## config.mk

```make
export PLATFORM = sky130hd
export DESIGN_NAME = div_scheduler
export DESIGN_NICKNAME = d
export VERILOG_FILES = /design/src/rtl/div_scheduler.sv
export SDC_FILE = /design/constraint.sdc
export NUM_CORES = 1
export LEC_CHECK = 0
export ABC_AREA = 0
export BUFFER_PORTS_ARGS = -buffer_cell sky130_fd_sc_hd__buf_2
export CELL_PAD_IN_SITES_DETAIL_PLACEMENT = 0
export CELL_PAD_IN_SITES_GLOBAL_PLACEMENT = 2
export CORE_ASPECT_RATIO = 0.7
export CORE_UTILIZATION = 26
export DETAILED_ROUTE_END_ITERATION = 7
export PLACE_DENSITY_LB_ADDON = 0.1
export SETUP_SLACK_MARGIN = 0.4
export SKIP_LAST_GASP = 1
export SYNTH_ARGS = -nofsm -noshare
export SYNTH_HDL_FRONTEND = slang
export SYNTH_SLANG_ARGS = --single-unit
```

## constraint.sdc

```tcl
create_clock -name clk -period 3 [get_ports clk]
set_clock_uncertainty 0.15 [all_clocks]
set_input_delay 0.6 -clock clk [delete_from_list [all_inputs] [get_ports clk]]
set_output_delay 0.6 -clock clk [all_outputs]
set_load 0.01 [all_outputs]
```

## src/rtl/div_scheduler.sv

```systemverilog
// Two-requester front end for one shared divider: round-robin grant,
// zero-divisor shortcut and a bounded wait for the divider's answer.
module div_scheduler #(
    parameter int W       = 32,
    parameter int TIMEOUT = 1024
) (
    input  logic         clk,
    input  logic         reset,
    input  logic         r0_valid,
    output logic         r0_ready,
    input  logic [W-1:0] r0_dividend,
    input  logic [W-1:0] r0_divisor,
    input  logic         r1_valid,
    output logic         r1_ready,
    input  logic [W-1:0] r1_dividend,
    input  logic [W-1:0] r1_divisor,
    output logic         d_valid,
    input  logic         d_ready,
    output logic [W-1:0] d_dividend,
    output logic [W-1:0] d_divisor,
    input  logic         d_rsp_valid,
    input  logic [W-1:0] d_rsp_quotient,
    input  logic [W-1:0] d_rsp_remainder,
    output logic         r0_rsp_valid,
    input  logic         r0_rsp_ready,
    output logic [W-1:0] r0_quotient,
    output logic [W-1:0] r0_remainder,
    output logic         r0_err,
    output logic         r1_rsp_valid,
    input  logic         r1_rsp_ready,
    output logic [W-1:0] r1_quotient,
    output logic [W-1:0] r1_remainder,
    output logic         r1_err,
    output logic         busy
);

    typedef enum logic [1:0] {IDLE, ISSUE, WAIT, DELIVER} state_t;

    state_t        state;
    logic          last_served;
    logic          owner;
    logic          err_q;
    logic [15:0]   cnt;
    logic [W-1:0]  op_a;
    logic [W-1:0]  op_b;
    logic [W-1:0]  res_q;
    logic [W-1:0]  res_r;

    logic          idle;
    logic          deliver;
    logic          g0;
    logic          g1;
    logic [W-1:0]  in_a;
    logic [W-1:0]  in_b;
    logic          rsp_take;

    // A held-low reset masks every output, whatever state is still registered.
    assign idle    = reset && (state == IDLE);
    assign deliver = reset && (state == DELIVER);

    assign g0 = idle && r0_valid && (!r1_valid || last_served);
    assign g1 = idle && r1_valid && (!r0_valid || !last_served);

    assign r0_ready = g0;
    assign r1_ready = g1;

    assign in_a     = g1 ? r1_dividend : r0_dividend;
    assign in_b     = g1 ? r1_divisor  : r0_divisor;
    assign rsp_take = owner ? r1_rsp_ready : r0_rsp_ready;

    always_ff @(posedge clk) begin
        if (!reset) begin
            state       <= IDLE;
            last_served <= 1'b1;
            owner       <= 1'b0;
            err_q       <= 1'b0;
            cnt         <= '0;
            op_a        <= '0;
            op_b        <= '0;
            res_q       <= '0;
            res_r       <= '0;
        end else begin
            unique case (state)
                IDLE: begin
                    if (g0 || g1) begin
                        owner <= g1;
                        op_a  <= in_a;
                        op_b  <= in_b;
                        if (in_b == '0) begin
                            res_q <= '1;
                            res_r <= '1;
                            err_q <= 1'b0;
                            state <= DELIVER;
                        end else begin
                            state <= ISSUE;
                        end
                    end
                end
                ISSUE: begin
                    if (d_ready) begin
                        cnt   <= '0;
                        state <= WAIT;
                    end
                end
                WAIT: begin
                    if (d_rsp_valid) begin
                        res_q <= d_rsp_quotient;
                        res_r <= d_rsp_remainder;
                        err_q <= 1'b0;
                        state <= DELIVER;
                    end else if (cnt == 16'(TIMEOUT - 1)) begin
                        res_q <= '1;
                        res_r <= '1;
                        err_q <= 1'b1;
                        state <= DELIVER;
                    end else begin
                        cnt <= cnt + 16'd1;
                    end
                end
                DELIVER: begin
                    if (rsp_take) begin
                        last_served <= owner;
                        state       <= IDLE;
                    end
                end
            endcase
        end
    end

    assign d_valid    = reset && (state == ISSUE);
    assign d_dividend = d_valid ? op_a : '0;
    assign d_divisor  = d_valid ? op_b : '0;

    assign r0_rsp_valid = deliver && !owner;
    assign r1_rsp_valid = deliver && owner;

    assign r0_quotient  = r0_rsp_valid ? res_q : '0;
    assign r0_remainder = r0_rsp_valid ? res_r : '0;
    assign r0_err       = r0_rsp_valid && err_q;
    assign r1_quotient  = r1_rsp_valid ? res_q : '0;
    assign r1_remainder = r1_rsp_valid ? res_r : '0;
    assign r1_err       = r1_rsp_valid && err_q;

    assign busy = reset && (state != IDLE);

endmodule

```

# Word level (Yosys, flattened, before mapping)
# Cells that the tools add are included.
[totals]
word_cells = 82
reg_bits = 149
input_bits = 200
[op_classes]
n_mux = 32
n_eq_ne = 11
reduce_logical = 29
add_sub_neg = 1
[ops]
columns = ["cell", "n"]
rows = [
  ["$mux 32", 13],
  ["$pmux 32 s2", 2],
  ["$mux 16", 3],
  ["$logic_not 32->1", 1],
  ["$pmux 16 s2", 1],
  ["$add 16x1->16 const B", 1],
  ["$eq 16x10->1 const B", 1],
  ["$logic_and 1x1->1", 12],
  ["$mux 2", 6],
  ["$reduce_and 4->1", 3],
  ["$ne 2x2->1 const B", 4],
  ["$pmux 2 s4", 1],
  ["$reduce_bool 2->1", 3],
  ["$mux 1", 5],
  ["$eq 2x2->1 const B", 2],
  ["$logic_not 1->1", 4],
  ["$ne 2x1->1 const B", 2],
  ["$reduce_and 2->1", 2],
  ["$logic_or 1x1->1", 3],
  ["$ne 3x3->1 const B", 1],
  ["$eq 2x1->1 const B", 1],
  ["$logic_not 2->1", 1],
  ["$pmux 1 s2", 1],
]

# Depth between registers and ports, before layout
[depth]
depth_word = 9
ltp_mapped = 10
ltp_nobuf = 7

# Worst setup path before layout
# OpenSTA, ideal clock, no wires.
[synth_timing]
path_kind = "in2out"
start = "input reset"
end = "output r0_quotient[13]"
required_ns = 2.250
n_path_buf = 3
arrival_ns = 1.575
slack_ns = 0.675
path_stages = 6
cell_sequence = "buf_2 nand2_1 nor2_1 buf_1 clkbuf_1 and2_1"
[synth_via]
elab_chain_len = 3
[synth_lines]
columns = ["element", "line", "text"]
rows = [
  ["start, declared", "8", "input logic reset,"],
  ["$logic_and 1x1->1", "59", "assign deliver = reset && (state == DELIVER);"],
  ["$logic_and 1x1->1", "134", "assign r0_rsp_valid = deliver && !owner;"],
  ["$mux 32", "137", "assign r0_quotient = r0_rsp_valid ? res_q : '0;"],
  ["end, declared", "26", "output logic [W-1:0] r0_quotient,"],
]
# Every way passes these cells.

# Worst setup path in the final report
[layout_timing]
start = "register state[1]"
end = "output r0_quotient[15]"
[layout_via]
elab_chain_len = 4
[layout_lines]
columns = ["element", "line", "text"]
rows = [
  ["start, declared", "39", "state_t state;"],
  ["start signal, assigned", "73", "state <= IDLE;"],
  ["start signal, assigned", "93", "state <= DELIVER;"],
  ["start signal, assigned", "95", "state <= ISSUE;"],
  ["$eq 2x2->1", "59", ""],
  ["$logic_and 1x1->1", "59", ""],
  ["$logic_and 1x1->1", "134", ""],
  ["$mux 32", "137", ""],
]
# Every way passes these cells.

==> flow_summary.ini <==
[setup_path]
crit_buf_inv = 2
reg2reg_setup_slack_ns = 0.54
path_cells = ha_4 > nand2_1 > nor2_4 > buf_12 > and2_1 > buf_2
crit_family = flip-flops
worstPathMaxFanout = 66
cp_data_arrival_time_ns = 1.76
end_kind = output pin
r2r_cells = 7
timing.rr.end = res_r[1]
r2r-start = cnt[0]
cpPeakStageDelay_ns = 0.39
slowest_stage = dfxtp_2
critPathLaunchType = flop
critical_path_class = flop to output pin
cp.required_ns = 2.25

[timing]
slew_headroom_pct = 47.1
post-route-period-util_pct = 83.6
finalHoldWorstSlack_ns = 0.269
finalSetupViolCount = 0
grt_setup_unrepaired = true
fin_setup_tns_ns = 0
finalHoldViolCount = 0
fmax_mhz = 399
fin_crit_ns = 2.51
tightest_slew_ns = 0.794
slew_violations = 0

[drt]
routedWlPerCell_um = 19.0
drc = 0
via_count = 9450
drtIter0Drc = 482
routed_via_density = 4.96
dr.pass1.iters = 5
antenna_left = 0
wl_um = 36100

[floorplanning]
boundaryPins = 400
core.rowCount = 56
die_h_um = 156
die_area_um2 = 34800
initial_core_util_pct = 26.4
die_w_um = 222
fp.coreArea_um2 = 33500

[cts]
clockRootBuffer = clkbuf_16
cts_hold_buf = 0
numCtsBuffers = 17
insertion_delay_ns = 0.43
cts_sinks = 149
clkTransAtPathRegs_ns = 0.06
cts_tree = done
clockBufferDepth = 2
htree_levels = 4

[global_routing]
grt_pass1_wl_um = 54100
grt_max_degree = 130
grt_overflow = 0
grt_usage_pct = 20.1
grt_pass1_vias = 8749
antenna_found_initial = 5

[synth]
ys_types = 48
synthesis.area_um2 = 8840
synth_edf_count = 0
synth_async_sr_flop_share_pct = 0
synthTopCellsByArea = dfxtp_1 34%, and2_1 9.3%, a311oi_1 6.3%
yosysWarnings = 0
synth_ff_type = dfxtp_1
synthCells = 1117
synth-seq-cells = 149
synth_fp_nets = 1323
synth_area_leader_cell = dfxtp_1
synth-seq-area-share_pct = 33.7
synth_top_area_share_pct = 33.7
postSynthAreaPerCell_um2 = 7.91

[layout]
stdcell_area_um2 = 12000
final_layout_size_suffix_gt1_share_pct = 37.4
final_cells = 1906
final_nets = 1661
layout_common_cells = 398 x buf_2, 147 x dfxtp_1, 139 x nand2_1
area_growth_pct = 36.0
fin_util_pct = 35.9
regArea_um2 = 2990
fill_cells = 3613
final_common_cell = buf_2
multi_input_area_um2 = 5300

[power_and_ir_drop]
leakage_uw = 0.00563
max-vdd-ir-drop_mv = 0.351
intPower_uw = 5470
seq_power_share_pct = 35.0
pwr-share-clk_pct = 24.8
powerDensity_nw_per_um2 = 739
switchingPower_uw = 3420
combPwrFrac_pct = 40.2
sw_frac_of_total_pct = 38.4

[placed_design]
hpwl_um = 24000
place_area_um2 = 11200
place_congestion = 0.790
placed_cells = 1862
portBuffers = 399

[hold_path]
min_path_type = input pin to flop
whs_endpoint = last_served
min_from = reset
hold_depth = 2

[status]
status = finished clean

[flow_run]
max_cap_viol_count = 0
==> layout make-up <==
| type | instances | share of cell area [%] |
|---|---|---|
| Multi-Input combinational cell | 842 | 44.1 |
| Clock buffer | 22 | 4.03 |
| Sequential cell | 149 | 24.8 |
| Clock inverter | 9 | 0.843 |
| Timing Repair Buffer | 436 | 21.3 |
| Tap cell | 435 | 4.53 |
| Inverter | 9 | 0.281 |
| Antenna cell | 4 | 0.0832 |
==> stage by stage <==
stage               total power (µW)  setup slack (ns)
floorplan                       5600             0.675
global placement                6530             0.313
detailed placement              6600             0.284
CTS                             8970             0.393
global route                    9530             0.358
finish                          8890             0.493
==> sequential cells by signal (all words and copies together) (netlist names) <==
name and flops:
res_q 32, last_served 1, op_b 32, owner 1
err_q 1, cnt 16, res_r 32, state 2
op_a 32
==> worst max path at each step <==
stage | start | to | cells after the start | slack (ns)
after floorplan | reset | r0_quotient[13] | 6 | 0.68
after global placement | r1_divisor[25] | res_r[1] | 8 | 0.31
after detailed placement | r1_divisor[25] | res_r[1] | 8 | 0.28
after CTS | state[1] | d_divisor[12] | 5 | 0.39
after global routing | state[1] | r0_quotient[21] | 6 | 0.36
final | state[1] | r0_quotient[15] | 6 | 0.49
==> cell usage after synthesis (2+ instances only) <==
| cell | count |
|---|---|
| buf_1 | 10 |
| ha_1 | 6 |
| o21ai_1 | 2 |
| and3_1 | 68 |
| nor4_1 | 17 |
| nor2_1 | 71 |
| inv_1 | 9 |
| nor2b_1 | 2 |
| clkbuf_1 | 76 |
| a21oi_1 | 19 |
| nand4_1 | 7 |
| xnor2_1 | 2 |
| a21oi_2 | 60 |
| nand2_1 | 140 |
| o311a_1 | 2 |
| or4_1 | 3 |
| nand3_1 | 8 |
| a311oi_1 | 64 |
| o32ai_1 | 63 |
| or3_1 | 10 |
| dfxtp_1 | 149 |
| o31ai_1 | 3 |
| and2_1 | 131 |
| o21ai_0 | 77 |
| nand2b_1 | 65 |
| buf_12 | 7 |
| a211o_1 | 2 |
| buf_2 | 22 |
| mux2i_1 | 3 |
==> routing by layer <==
layer,part of all wire [%],vias to the layer above,GRT usage (%)
met3,4.1,17,4.49
met1,48,4540,27.4
met5,0.036,-,0
met2,46,195,32.1
met4,1.0,2,4.89
li1,-,4696,-
==> timing repair <==
item,in CTS,in global routing
resized for setup,12,9
buffers inserted,4,2
pin swaps,2,1
endpoints found under the setup margin,175,122
cloned,3,0
==> cells by family after synthesis <==
kind of cell               synth area share, %
buffers and inverters                     7.10
muxes                                    0.340
xor gates and xnor gates                 0.297
DFF                                       33.7
AOI/OAI and AO/OA                         25.9
adders and majority gates                0.849
and+or+nand+nor                           31.7
==> power groups by stage <==
stage | clock (µW) | combinational (µW) | sequential [µW]
floorplan | 0 | 2660 | 2930
global placement | 0 | 3410 | 3120
detailed placement | 0 | 3450 | 3140
CTS | 2280 | 3580 | 3110
global route | 2370 | 3950 | 3210
finish | 2200 | 3570 | 3110
No activity file was read; power rests on OpenSTA's default activity.
